[config.mk]
export PLATFORM = sky130hd
export DESIGN_NAME = level_meter
export DESIGN_NICKNAME = d
export VERILOG_FILES = /design/src/rtl/level_meter.sv
export SDC_FILE = /design/constraint.sdc
export NUM_CORES = 1
export LEC_CHECK = 0
export CORE_MARGIN = 2
export CORE_UTILIZATION = 30
export CTS_CLUSTER_SIZE = 24
export DETAILED_ROUTE_END_ITERATION = 12
export PLACE_DENSITY = 0.53
export SLEW_MARGIN = 20
export SYNTH_ARGS = -nofsm -noshare
export SYNTH_HDL_FRONTEND = slang
export SYNTH_SLANG_ARGS = --single-unit
[constraint.sdc]
create_clock -name clk_25 -period 11.7 [get_ports clk_25]
set_clock_uncertainty 0.1 [all_clocks]
set_input_delay 1.17 -clock clk_25 [delete_from_list [all_inputs] [get_ports clk_25]]
set_output_delay 1.17 -clock clk_25 [all_outputs]
set_load 0.05 [all_outputs]
[src/rtl/level_meter.sv]
// level_meter: frame-based audio level / peak-hold meter.
// Each frame snapshots a 16-sample window, computes its mean, then the mean
// absolute deviation, and maps that to a 0..15 bar level with a slowly
// decaying peak-hold.
// Handshake: level_valid is a one-cycle pulse; level and peak are valid in
// that cycle and hold until the next pulse. There is no back-pressure.
module level_meter #(
  parameter int unsigned FRAME_TICKS  = 16,
  parameter int unsigned DECAY_FRAMES = 8
) (
  input  logic        clk_25,
  input  logic        reset,
  input  logic        clk_sampling,
  input  logic [17:0] samples [0:15],
  output logic [3:0]  level,
  output logic [3:0]  peak,
  output logic        level_valid,
  output logic        busy,
  output logic        overrun,
  output logic [2:0]  dbg_state
);

  typedef enum logic [2:0] {
    S_IDLE = 3'd0,
    S_SUM  = 3'd1,
    S_MEAN = 3'd2,
    S_DEV  = 3'd3,
    S_MAP  = 3'd4
  } state_t;

  localparam logic [15:0] LAST_TICK  = 16'(FRAME_TICKS - 1);
  localparam logic [7:0]  DECAY_LAST = 8'(DECAY_FRAMES);

  state_t      state_q, state_d;
  logic [2:0]  sync_q;
  logic [15:0] tick_cnt_q;
  logic [17:0] buf_q [0:15];
  logic [3:0]  idx_q;
  logic [21:0] sum_q;
  logic [21:0] devsum_q;
  logic [17:0] mean_q;
  logic [7:0]  decay_q, decay_d;
  logic [3:0]  level_q, peak_q, peak_d, level_next;
  logic        valid_q, overrun_q;
  logic        tick, frame_start, accept;
  logic [17:0] cur, absdiff;

  // Rising edge of the synchronised strobe; a frame starts when the tick wraps the counter.
  assign tick        = sync_q[1] & ~sync_q[2];
  assign frame_start = tick && (tick_cnt_q == LAST_TICK);
  assign accept      = frame_start && (state_q == S_IDLE);

  assign cur     = buf_q[idx_q];
  // Subtract the smaller from the larger so the 18-bit difference never wraps.
  assign absdiff = (cur >= mean_q) ? (cur - mean_q) : (mean_q - cur);

  // avg = devsum[21:4]; anything at or above 0x10000 saturates the bar.
  assign level_next = (devsum_q[21:20] != 2'b00) ? 4'd15 : devsum_q[19:16];

  assign level       = level_q;
  assign peak        = peak_q;
  assign level_valid = valid_q;
  assign overrun     = overrun_q;
  assign busy        = (state_q != S_IDLE);
  assign dbg_state   = state_q;

  // Next-state logic: two 16-cycle passes separated by single-cycle MEAN and MAP steps.
  always_comb begin
    state_d = state_q;
    case (state_q)
      S_IDLE:  if (accept) state_d = S_SUM;
      S_SUM:   if (idx_q == 4'd15) state_d = S_MEAN;
      S_MEAN:  state_d = S_DEV;
      S_DEV:   if (idx_q == 4'd15) state_d = S_MAP;
      S_MAP:   state_d = S_IDLE;
      default: state_d = S_IDLE;
    endcase
  end

  // Peak-hold: jump up immediately, otherwise step down one every DECAY_FRAMES frames.
  always_comb begin
    peak_d  = peak_q;
    decay_d = decay_q;
    if (level_next >= peak_q) begin
      peak_d  = level_next;
      decay_d = '0;
    end else if ((decay_q + 8'd1) == DECAY_LAST) begin
      decay_d = '0;
      peak_d  = ((peak_q - 4'd1) > level_next) ? (peak_q - 4'd1) : level_next;
    end else begin
      decay_d = decay_q + 8'd1;
    end
  end

  // State register.
  always_ff @(posedge clk_25 or posedge reset) begin
    if (reset) state_q <= S_IDLE;
    else       state_q <= state_d;
  end

  // Strobe synchroniser/edge detector and free-running frame tick counter.
  always_ff @(posedge clk_25 or posedge reset) begin
    if (reset) begin
      sync_q     <= '0;
      tick_cnt_q <= '0;
    end else begin
      sync_q <= {sync_q[1:0], clk_sampling};
      if (tick) tick_cnt_q <= (tick_cnt_q == LAST_TICK) ? 16'd0 : tick_cnt_q + 16'd1;
    end
  end

  // Sample window snapshot, taken only when a frame start is accepted.
  always_ff @(posedge clk_25 or posedge reset) begin
    if (reset) begin
      for (int i = 0; i < 16; i++) buf_q[i] <= '0;
    end else if (accept) begin
      for (int i = 0; i < 16; i++) buf_q[i] <= samples[i];
    end
  end

  // Arithmetic datapath: sum, mean, deviation sum, sample index.
  always_ff @(posedge clk_25 or posedge reset) begin
    if (reset) begin
      idx_q    <= '0;
      sum_q    <= '0;
      mean_q   <= '0;
      devsum_q <= '0;
    end else begin
      case (state_q)
        S_IDLE: begin
          idx_q <= '0;
          if (accept) sum_q <= '0;
        end
        S_SUM: begin
          sum_q <= sum_q + {4'd0, cur};
          idx_q <= idx_q + 4'd1;
        end
        S_MEAN: begin
          mean_q   <= sum_q[21:4];
          devsum_q <= '0;
          idx_q    <= '0;
        end
        S_DEV: begin
          devsum_q <= devsum_q + {4'd0, absdiff};
          idx_q    <= idx_q + 4'd1;
        end
        default: idx_q <= '0;
      endcase
    end
  end

  // Output registers, updated on the edge that ends MAP; overrun is sticky until reset.
  always_ff @(posedge clk_25 or posedge reset) begin
    if (reset) begin
      level_q   <= '0;
      peak_q    <= '0;
      decay_q   <= '0;
      valid_q   <= 1'b0;
      overrun_q <= 1'b0;
    end else begin
      valid_q <= 1'b0;
      if (state_q == S_MAP) begin
        level_q <= level_next;
        peak_q  <= peak_d;
        decay_q <= decay_d;
        valid_q <= 1'b1;
      end
      if (frame_start && (state_q != S_IDLE)) overrun_q <= 1'b1;
    end
  end

endmodule

# Yosys cells after proc, flatten, opt, wreduce, memory -nomap -nowiden
# Index checks and enable logic that the tools add are counted.
[word_totals]
regBits = 394
input_bits = 291
output_inout_bits = 14
elab_cells = 86
[classes]
add_sub_neg = 8
order_cmp = 4
eq_ne = 10
muxes = 20
bitwise = 3
n_reduce_logical = 13
[ops]
columns = ["op", "n"]
rows = [
  ["$pmux 22 s2", 2],
  ["$bmux 18 s4", 1],
  ["$mux 18", 3],
  ["$add 22x18->22", 2],
  ["$sub 18x18->18", 2],
  ["$mux 22", 1],
  ["$mux 4", 5],
  ["$ge 18x18->1", 1],
  ["$add 16x1->16 const B", 1],
  ["$eq 16x4->1 const B", 1],
  ["$mux 16", 1],
  ["$mux 8", 2],
  ["$pmux 3 s4", 1],
  ["$mux 3", 3],
  ["$add 8x1->8 const B", 1],
  ["$eq 8x4->1 const B", 1],
  ["$reduce_bool 2->1", 4],
  ["$eq 3x2->1 const B", 2],
  ["$ne 2x2->1 const B", 3],
  ["$ge 5x5->1 const B", 1],
  ["$not 4->5", 1],
  ["$add 4x1->4 const B", 1],
  ["$eq 4x4->1 const B", 1],
  ["$ge 4x4->1", 1],
  ["other kinds (13)", 16],
]

# Depth between registers and ports, before layout
[logic_depth]
depth_word = 8
depth_mapped = 24
depth_no_buf = 21

# Worst setup path after synthesis
# No wires, ideal clock.
[synth_timing]
path_type = "register to register"
startpoint = "reg idx_q[0]"
endpoint = "reg devsum_q[19]"
setup_ns = 0.120
t_arrival_ns = 5.843
path_slack_ns = 5.637
path_stages_with_launch = 24
n_path_buf = 3
cell_sequence = "dfrtp_1 > clkbuf_1 > buf_2 > mux4_2 > mux4_2 > inv_1 > ha_1 > inv_1 > fa_1 > a211oi_2 > o21ai_2 > a311o_1 > a21oi_4 > o21ai_4 > buf_6 > mux2_1 > ha_1 > a21oi_1 > o22ai_1 > a31o_2 > a21oi_1 > o21ai_0 > a32o_1 > a31o_2"
[synth_between]
elab_chain_cells = 8
elab_cells_between_ends = 10
cone_classes = "add/sub: 3; order compare: 1; mux: 5; bitwise: 1"
[synth_lines]
columns = ["item", "line", "text"]
rows = [
  ["start, declared", "38", "logic [3:0] idx_q;"],
  ["start signal, assigned", "136", "idx_q <= idx_q + 4'd1;"],
  ["start signal, assigned", "145", "idx_q <= idx_q + 4'd1;"],
  ["$not 4->5 (not written as such) (*)", "53", "assign cur = buf_q[idx_q];"],
  ["$bmux 18 s4 (*)", "53", ""],
  ["$mux 18 (not written as such) (*) (2 in series)", "53", ""],
  ["$sub 18x18->18 or $ge 18x18->1 (tied branches)", "55", "assign absdiff = (cur >= mean_q) ? (cur - mean_q) : (mean_q - cur);"],
  ["$mux 18 (*)", "55", ""],
  ["$add 22x18->22 (*)", "144", "devsum_q <= devsum_q + {4'd0, absdiff};"],
  ["$pmux 22 s2 (*)", "129", "case (state_q)"],
  ["end signal, assigned", "144", ""],
  ["end, declared", "40", "logic [21:0] devsum_q;"],
]
# Every way passes the cells marked *; elsewhere a longest branch is shown, timed or not. The select of a mux whose other input is x is not followed.
# A chain may end at the register's enable or synchronous reset.

# Worst setup path after layout
[layout_timing]
startpoint = "reg idx_q[0]"
endpoint = "reg devsum_q[17]"
# The elaborated chain is that of the path after synthesis.

==> metrics <==
status finished, final reports clean; worst-margin pin slew 1293 ps; vias in the first global route 17520; reg2reg setup slack 4290 ps; Area Overhead vs Synth 25.92%; initial antenna violation count 2; clock period minus worst slack 7406 ps; Warnings, synthesis 0; Most used DFF post-synth dfrtp_1; Starting Density 0.3017; Port-buffer cells 304; RSZ-0062 raised after global routing false; top post-synthesis cells by area dfrtp_1 47%, nand2_1 17%, mux4_2 9.6%, ha_1 5.1%, o21ai_0 2.5%; GP Congestion 0.8665; CP Max Fanout 39; number of register bits inferred by synthesis 394; gr usage total 0.1845; register area share after synthesis 0.4692; largest net degree at the start of global routing 228; Mapped Nets 2674; number of synthesized flops with an enable pin 0; layout cells sized above 1 0.07674; CTS tree done; CORE AREA 0.06966 mm²; chip height 268.7 µm; Clock Tree Root clkbuf_16; global-route wire length before repair 102800 µm; Layout Nets 2927; Leakage 11.62 nW; CTS HTree Levels 2; pwr/cell area 252.7 mW/mm²; arrival time worst endpoint 7740 ps; total CTS buffers 46; DP HPWL 50330 µm; length of the first detailed-routing pass in iterations 5; Rel. slew slack 0.1380; Max VDD drop 0.1285 mV; syn avg cell area 9.165 µm²; cell type with the largest total area after synthesis dfrtp_1; Routed Antenna Nets 0; setup bufs post-CTS 0; Hold Vio Cnt, Final 0; clk sink count 394; post-CTS sizing 0; period utilization 0.6330; final WL 66310 µm; post-synth cell types 71; critical path required time 12030 ps; final design utilization 0.3799; post-synth top area share 0.4692; Setup Viol. Count Final 0; grt ovf 0; Tot Pwr 6.687 mW; worst hold path class reg -> reg; cell area after synthesis 0.02102 mm²; critical setup path kind reg -> reg; Die X 268.7 µm; Rows 97; final setup TNS 0 ps; vias 17190; DR DRC count 0; full die area 0.07218 mm²; Fmax 0.1350 GHz; I/O pins 305; maximum root-to-sink buffer count 3; Worst setup EP type flip-flop; # Max-Cap Violations 0; # hold bufs at CTS 0; final slew viol count 0; cells after synthesis 2293; Vias/cell 4.882; WL/cell 18.83 µm; initial drt markers 1187; Async SR Flop Fraction 1.000; clock-pin slew on the worst setup and hold paths 60 ps; clk_lat worst skew 590 ps; Worst setup SP type flip-flop
## kinds of logic after synthesis
logic type | Yosys count | share of synthesized area
flops | 394 | 0.4692
xor+xnor | 63 | 0.02626
compound gates | 288 | 0.08734
buf+inv | 187 | 0.03536
mux | 114 | 0.1080
fa+ha+maj | 90 | 0.05501
simple gates | 1157 | 0.2189
## placed cells by master, fill, tap and decap left out, types with 8 or more instances in the layout
cell	synthesis	layout
mux2i_1	22	22
xnor2_1	34	34
ha_1	86	86
nor3_1	14	13
buf_4	0	17
clkdlybuf4s50_1	0	304
a21o_1	25	25
nand2b_1	8	8
clkbuf_8	0	8
dfrtp_1	394	392
nand2_1	976	976
clkbuf_1	91	12
nor2_1	59	59
clkbuf_16	0	46
o21ai_0	106	106
o21bai_1	9	9
mux4_2	90	90
nand3_1	38	38
o211ai_1	8	8
nand4_1	15	15
inv_1	68	67
xor2_1	29	29
nor2b_1	11	11
o21a_1	13	13
a21oi_1	61	61
## worst paths after layout
kind,startpoint,cells past startpoint,endpoint
setup / recovery,idx_q[0]$_DFF_PP0_,22,devsum_q[17]$_DFFE_PP0N_
max in group asynchronous,reset,5,buf_q[151]$_DFFE_PP0P_
hold / removal,sync_q[0]$_DFF_PP0_,0,sync_q[1]$_DFF_PP0_
setup reg to reg,idx_q[0]$_DFF_PP0_,22,devsum_q[17]$_DFFE_PP0N_
min in group asynchronous,reset,3,devsum_q[0]$_DFFE_PP0N_
hold reg to reg,sync_q[0]$_DFF_PP0_,0,sync_q[1]$_DFF_PP0_
## synthesized netlist by cell type (9+ instances only)
cell type and number:
mux4_2 90, a21oi_1 61, mux2i_1 22, nand4_1 15, o21bai_1 9, nor2b_1 11, nor3_1 14, a21o_1 25
o21ai_0 106, nand2_1 976, nor2_1 59, ha_1 86, o21a_1 13, buf_2 21, clkbuf_1 91, xor2_1 29
inv_1 68, xnor2_1 34, dfrtp_1 394, nand3_1 38
## registers in the layout, summed over array words and instances, names as in the netlist
signal	cells
buf_q	288
dbg_state	3
decay_q	8
devsum_q	22
idx_q	4
level	4
level_valid	1
mean_q	18
overrun	1
peak	4
sum_q	22
sync_q	3
tick_cnt_q	16
## stage by stage
stage                     hold WS, ps  cell area, µm²  cells  setup WS [ps]
after floorplan                 231.2           21020   2293           5128
after global placement          235.0           24930   3438           4240
after detailed placement        237.0           24930   3438           4159
after CTS                       250.5           26460   3520           4149
after global routing            254.3           26460   3521           3702
final                           247.8           26460   3521           4294
## worst max-delay path: stages (launching register included)
cell and delay (ps):
dfrtp_4 930, buf_4 750, mux4_2 580, mux4_2 520, inv_1 90, ha_1 160
inv_1 60, fa_1 430, a211oi_2 260, o21ai_2 100, a311o_1 370, a21oi_4 190
o21ai_4 210, mux2i_1 260, xor2_1 230, ha_1 300, a21oi_1 200, o221a_2 260
o32ai_1 120, a2111oi_0 590, o21ai_0 230, xnor2_1 160, o21ai_0 80
## routing by layer
metal / global-route usage / part of all wire / vias up
met3: 0.02575 / 0.040 / 97
met5: 0 / 0.00015 / -
met4: 0.05781 / 0.029 / 2
met1: 0.2421 / 0.44 / 8519
li1: - / - / 8176
met2: 0.3150 / 0.50 / 395
## report_power, final
part	internal (mW)	switching, mW
logic	1.30	1.70
clock network	0.869	0.598
registers	1.88	0.351
## layout make-up
cell class	count	area [µm²]
Clock inverter	16	224.0
Fill cell	7104	43200
Clock buffer	66	1306
Timing Repair Buffer	323	3202
Inverter	69	262.8
Tap cell	940	1176
Antenna cell	1	2.502
Multi-Input combinational cell	1712	10420
Sequential cell	394	9867
Power figures use the tool's default switching activity.
